--- config.mk ---
export PLATFORM = sky130hd
export DESIGN_NAME = counter_ctrl
export DESIGN_NICKNAME = d
export VERILOG_FILES = /design/src/rtl/counter_ctrl.sv
export SDC_FILE = /design/constraint.sdc
export NUM_CORES = 1
export LEC_CHECK = 0
export CAP_MARGIN = 20
export CORE_MARGIN = 2
export CORE_UTILIZATION = 43
export CTS_BUF_LIST = sky130_fd_sc_hd__clkbuf_8
export DETAILED_ROUTE_END_ITERATION = 8
export MAX_ROUTING_LAYER = met4
export SETUP_SLACK_MARGIN = 0.5
export SYNTH_ARGS = -nofsm -noshare
export SYNTH_HDL_FRONTEND = slang
export SYNTH_SLANG_ARGS = --single-unit
--- constraint.sdc ---
create_clock -name clk -period 8.5 [get_ports clk]
set_input_delay 1.275 -clock clk [delete_from_list [all_inputs] [get_ports clk]]
set_output_delay 1.275 -clock clk [all_outputs]
set_load 0.005 [all_outputs]
--- src/rtl/counter_ctrl.sv ---
// counter_ctrl: button front end (sync + debounce + press detect),
// STOP/RUN/SET mode FSM, run prescaler and set-mode auto-repeat.
module counter_ctrl #(
    parameter int TICK_DIV    = 50000000,
    parameter int DEB_CYCLES  = 1000000,
    parameter int HOLD_CYCLES = 25000000,
    parameter int REP_CYCLES  = 10000000
) (
    input  logic       clk,
    input  logic       reset,
    input  logic       switch,
    input  logic       add,
    input  logic       deduct,
    input  logic       clr,
    output logic       cnt_inc,
    output logic       cnt_dec,
    output logic       cnt_clr,
    output logic [1:0] mode,
    output logic       tick
);

    localparam int PW = (TICK_DIV > 1) ? $clog2(TICK_DIV) : 1;
    localparam int DW = (DEB_CYCLES > 1) ? $clog2(DEB_CYCLES) : 1;
    localparam int HW = $clog2(HOLD_CYCLES + 1);
    localparam int RW = $clog2(REP_CYCLES + 1);

    localparam logic [PW-1:0] PRE_LAST  = PW'(TICK_DIV - 1);
    localparam logic [DW-1:0] DEB_LAST  = DW'(DEB_CYCLES - 1);
    localparam logic [HW-1:0] HOLD_LAST = HW'(HOLD_CYCLES);
    localparam logic [RW-1:0] REP_LAST  = RW'(REP_CYCLES);

    typedef enum logic [1:0] {
        STOP = 2'b00,
        RUN  = 2'b01,
        SET  = 2'b10
    } state_t;

    // bit order: 0 switch, 1 add, 2 deduct, 3 clr
    logic [3:0] btn_raw;
    logic [3:0] sync1_q;
    logic [3:0] sync2_q;
    logic [3:0] deb_q;
    logic [3:0] deb_d;
    logic [3:0] press_q;
    logic [3:0] press_d;
    logic [DW-1:0] deb_cnt_q [4];
    logic [DW-1:0] deb_cnt_d [4];

    logic sw_p;
    logic add_p;
    logic ded_p;
    logic clr_p;
    logic add_low;
    logic ded_low;

    state_t state_q;
    state_t state_d;

    logic [PW-1:0] pre_q;
    logic [PW-1:0] pre_d;
    logic [HW-1:0] hold_q;
    logic [HW-1:0] hold_d;
    logic [RW-1:0] rep_q;
    logic [RW-1:0] rep_d;
    logic rep_on_q;
    logic rep_on_d;
    logic rep_dn_q;
    logic rep_dn_d;

    logic cnt_inc_q;
    logic cnt_inc_d;
    logic cnt_dec_q;
    logic cnt_dec_d;
    logic cnt_clr_q;
    logic cnt_clr_d;
    logic tick_q;
    logic tick_d;

    assign btn_raw = {clr, deduct, add, switch};

    assign sw_p    = press_q[0];
    assign add_p   = press_q[1];
    assign ded_p   = press_q[2];
    assign clr_p   = press_q[3];
    assign add_low = ~deb_q[1];
    assign ded_low = ~deb_q[2];

    // two-flop synchronizers; idle (released) level is high
    always_ff @(posedge clk or posedge reset) begin
        if (reset) begin
            sync1_q <= '1;
            sync2_q <= '1;
        end else begin
            sync1_q <= btn_raw;
            sync2_q <= sync1_q;
        end
    end

    // debounce: adopt a new level after DEB_CYCLES straight cycles of it
    always_comb begin
        deb_d = deb_q;
        for (int i = 0; i < 4; i++) begin
            deb_cnt_d[i] = '0;
            if (sync2_q[i] != deb_q[i]) begin
                if (deb_cnt_q[i] == DEB_LAST) begin
                    deb_d[i] = sync2_q[i];
                end else begin
                    deb_cnt_d[i] = deb_cnt_q[i] + DW'(1);
                end
            end
        end
        press_d = deb_q & ~deb_d;
    end

    // debounced levels, their counters and press-event pulses
    always_ff @(posedge clk or posedge reset) begin
        if (reset) begin
            deb_q   <= '1;
            press_q <= '0;
            for (int i = 0; i < 4; i++) begin
                deb_cnt_q[i] <= '0;
            end
        end else begin
            deb_q   <= deb_d;
            press_q <= press_d;
            for (int i = 0; i < 4; i++) begin
                deb_cnt_q[i] <= deb_cnt_d[i];
            end
        end
    end

    // mode state register
    always_ff @(posedge clk or posedge reset) begin
        if (reset) begin
            state_q <= STOP;
        end else begin
            state_q <= state_d;
        end
    end

    // mode transitions; clr beats switch
    always_comb begin
        state_d = state_q;
        if (clr_p) begin
            state_d = STOP;
        end else if (sw_p) begin
            unique case (state_q)
                STOP:    state_d = RUN;
                RUN:     state_d = SET;
                SET:     state_d = RUN;
                default: state_d = STOP;
            endcase
        end
    end

    // prescaler, auto-repeat timing and next values of the output pulses
    always_comb begin
        pre_d     = pre_q;
        hold_d    = '0;
        rep_d     = '0;
        rep_on_d  = 1'b0;
        rep_dn_d  = rep_dn_q;
        cnt_inc_d = 1'b0;
        cnt_dec_d = 1'b0;
        cnt_clr_d = 1'b0;
        tick_d    = 1'b0;
        if (clr_p) begin
            cnt_clr_d = 1'b1;
            pre_d     = '0;
        end else if (state_q == RUN) begin
            if (pre_q == PRE_LAST) begin
                pre_d     = '0;
                tick_d    = 1'b1;
                cnt_inc_d = 1'b1;
            end else begin
                pre_d = pre_q + PW'(1);
            end
        end else if (state_q == SET && !sw_p && !(add_low && ded_low)) begin
            if (add_p) begin
                cnt_inc_d = 1'b1;
                rep_on_d  = 1'b1;
                rep_dn_d  = 1'b0;
            end else if (ded_p) begin
                cnt_dec_d = 1'b1;
                rep_on_d  = 1'b1;
                rep_dn_d  = 1'b1;
            end else if (rep_on_q && (rep_dn_q ? ded_low : add_low)) begin
                rep_on_d = 1'b1;
                if (hold_q != HOLD_LAST) begin
                    hold_d = hold_q + HW'(1);
                    if (hold_d == HOLD_LAST) begin
                        cnt_inc_d = ~rep_dn_q;
                        cnt_dec_d = rep_dn_q;
                    end
                end else begin
                    hold_d = hold_q;
                    rep_d  = rep_q + RW'(1);
                    if (rep_d == REP_LAST) begin
                        rep_d     = '0;
                        cnt_inc_d = ~rep_dn_q;
                        cnt_dec_d = rep_dn_q;
                    end
                end
            end
        end
    end

    // datapath and registered outputs
    always_ff @(posedge clk or posedge reset) begin
        if (reset) begin
            pre_q     <= '0;
            hold_q    <= '0;
            rep_q     <= '0;
            rep_on_q  <= 1'b0;
            rep_dn_q  <= 1'b0;
            cnt_inc_q <= 1'b0;
            cnt_dec_q <= 1'b0;
            cnt_clr_q <= 1'b0;
            tick_q    <= 1'b0;
        end else begin
            pre_q     <= pre_d;
            hold_q    <= hold_d;
            rep_q     <= rep_d;
            rep_on_q  <= rep_on_d;
            rep_dn_q  <= rep_dn_d;
            cnt_inc_q <= cnt_inc_d;
            cnt_dec_q <= cnt_dec_d;
            cnt_clr_q <= cnt_clr_d;
            tick_q    <= tick_d;
        end
    end

    assign cnt_inc = cnt_inc_q;
    assign cnt_dec = cnt_dec_q;
    assign cnt_clr = cnt_clr_q;
    assign tick    = tick_q;
    assign mode    = state_q;

endmodule

==> metrics.yaml <==
pwr:
  power.leakage_nw: 3.98
  power_frac_clock_pct: 39.0
  p_sw_mw: 0.386
  total_power_mw: 1.48
  combPwrFrac_pct: 2.4
  swShare_pct: 26.2
  pwr-share-seq_pct: 58.6
  powerDensity_nw_per_um2: 152
  p_int_mw: 1.09
  ir_drop_v: 0.000102
critical_path:
  crit_fanout: 19
  cp_slowest_cell: "or4_1"
  critPathArrivalTime_ns: 3.20
  endpoint_kind: "register"
  cp.required_ns: 8.88
  cpPeakStageDelay_ns: 0.71
  path_cells: "nand2b_1, nor3_2, o21ai_1, or4_1, or2_0, a21o_1, a21oi_1"
  path_class: "reg2reg"
  setup.worst_path.start_class: "register"
detailed_routing:
  firstDrtPassIters: 4
  drt.antenna.violating_nets: 0
  drt_iter0_drc: 395
  drc: 0
  vias_per_cell: 5.22
  wirelength_um: 16900
  routed-via-count: 6468
  wl_per_cell_um: 13.6
synth:
  synth_edf_count: 0
  synthFlopType: "dfrtp_1"
  synth.top_cells.by_area: "dfrtp_1 46%, nor2_1 6.7%, xnor2_1 6.4%"
  ys_top_cells_by_count: "167 x dfrtp_1, 161 x nor2_1, 69 x nand3_1"
  syn_area_um2: 8990
  synth-seq-cells: 179
  avgSynthCellArea_um2: 9.39
  ys_seq_area_share_pct: 50.0
  synth_top_cell_area_share_pct: 46.5
  yosys_warnings: 0
  synthCells: 957
  ys_types: 56
  synth_top_area_cell: "dfrtp_1"
  syn-num-nets: 971
  async_reset_ff_share_pct: 100
  yosysMostFrequentCell: "dfrtp_1"
global_routing:
  grt_max_degree: 99
  antenna_found_initial: 0
  grt_pass1_vias: 6230
  grt_pass1_wl_um: 30000
  grt_util_all_layers_pct: 17.0
  gr-total-overflow: 0
sta:
  finalHoldViolCount: 0
  hold_ws_ns: 0.363
  skew_ns: 0.0171
  maxSlewViolCount: 0
  slew_headroom_pct: 40.0
  setup_viol: 0
  worst_slew_pin_slew_ns: 0.898
  period_needed_ns: 2.82
  rsz0062_at_grt: "no"
  setup_ws_ns: 5.68
  fmax_mhz: 355
  setup_tns_ns: 0
  fin_crit_sh_pct: 33.1
finish:
  fin_nets: 971
  areaGrowthSynthToFinish_pct: 8.30
  drive_gt1_share_pct: 6.29
  antenna-diode-count: 0
  design_area_um2: 9730
die:
  core_area_um2: 20400
  die-area_um2: 22100
  die_h_um: 149
  rows: 52
  io_pins: 12
  initial_core_util_pct: 44.1
  die_x_um: 149
clock_network:
  clock_latency_ns: 0.47
  cts_tree: "yes"
  cts_buffers: 17
  cts_resized: 0
  cts.hold.buffers_added: 0
  clock-sinks: 179
  postCtsSetupBuffers: 0
  clkSlewWorstSetupHoldPaths_ns: 0.10
  ctsHtreeMaxLevel: 4
  clk_path_buf_depth: 2
  clockRootBuffer: "clkbuf_8"
flow_run:
  maxCapViolations: 0
run_status:
  run_status: "completed"
placement:
  gp_congestion: 0.777
  pre_cts_ws_ns: 5.06
  place_area_um2: 9320
  port_buffers: 11
  dp_hpwl_um: 11000
hold_path:
  min_path_type: "reg2reg"
-- sequential cells by signal, summed over array words and instances, names as in the netlist, 2 cells and up --
name and cells:
deb_cnt_q 80, deb_q 4, hold_q 25, mode 2, pre_q 26, press_q 4
rep_q 24, sync1_q 4, sync2_q 4
-- power by group through the flow --
stage / clock network, mW / registers, mW / logic (mW)
global route: 0.634 / 0.866 / 0.0428
floorplan: 0 / 0.880 / 0.0248
CTS: 0.599 / 0.865 / 0.0362
finish: 0.576 / 0.865 / 0.0356
global placement: 0 / 0.881 / 0.0357
detailed placement: 0 / 0.881 / 0.0359
-- cell families (layout without fill, tap and decap cells) --
group                    after synthesis  count (layout)  synth area share (%)
AO/OA/AOI/OAI                        116             116                  7.16
XOR/XNOR                             114             114                  11.1
adder cells (fa/ha/maj)                8               8                  1.11
buffers and inverters                 58              71                  2.63
flip-flops                           179             179                  50.0
multiplexers                           7               7                 0.835
AND/OR/NAND/NOR                      475             475                  27.1
-- final timing paths --
kind / end / cells past startpoint / startpoint / slack [ns]
min in group asynchronous: deb_cnt_q[10] / 2 / reset / 1.31
worst min register to register: sync2_q[1] / 0 / sync1_q[1] / 0.36
worst max register to register: rep_q[15] / 7 / press_q[0] / 5.68
max in group asynchronous: hold_q[3] / 4 / reset / 6.11
worst max-delay path: rep_q[15] / 7 / press_q[0] / 5.68
worst min-delay path: sync2_q[1] / 0 / sync1_q[1] / 0.36
-- worst max-delay path, delay by kind of cell (launching register included) --
family,cells,cell delay (ns)
compound gates,3,0.78
flops,1,0.41
simple gates,4,1.55
-- area by class of cell --
| cell class | count | area (um2) |
|---|---|---|
| Fill cell | 1968 | 10600 |
| Tap cell | 270 | 338 |
| Sequential cell | 179 | 4490 |
| Inverter | 25 | 101 |
| Multi-Input combinational cell | 720 | 4260 |
| Clock inverter | 15 | 156 |
| Clock buffer | 17 | 234 |
| Timing Repair Buffer | 14 | 153 |
-- through the flow --
step                std cells  utilization, %
floorplan                 957               -
global placement         1207            45.7
detailed placement       1207            45.7
CTS                      1239            47.7
global route             1240            47.8
finish                   1240            47.8
-- metal layers --
layer	vias up	share of wire (%)	track usage, %
li1	3301	-	-
met1	3102	52	24.0
met2	57	45	25.3
met3	8	2.6	3.40
met4	0	0.80	3.95
met5	-	0	-
-- placed cells by master, fill, tap and decap left out, types with 3 or more instances in the layout --
cell type / netlist / layout
dfrtp_1: 167 / 167
nor2_1: 161 / 161
nand3_1: 69 / 69
xnor2_1: 66 / 66
nand2_1: 66 / 66
o21ai_0: 56 / 56
xor2_1: 48 / 48
and3_1: 35 / 35
a21oi_1: 33 / 33
inv_1: 25 / 24
nand4_1: 22 / 22
or3_1: 19 / 19
nor3_1: 17 / 17
clkbuf_8: 0 / 17
and4_1: 12 / 12
dfstp_2: 12 / 12
clkdlybuf4s50_1: 0 / 11
nor4_1: 10 / 10
nand2b_1: 9 / 9
nor2b_1: 8 / 8
and2_1: 8 / 8
a31oi_1: 8 / 8
ha_1: 8 / 8
and4b_1: 7 / 7
inv_8: 0 / 7
nor3b_1: 6 / 6
or4_1: 5 / 5
o31ai_1: 5 / 5
nor3_2: 4 / 4
mux2_2: 4 / 4
inv_6: 0 / 4
nor4b_1: 3 / 3
mux2i_1: 3 / 3
(Power assumes the default switching activity.)
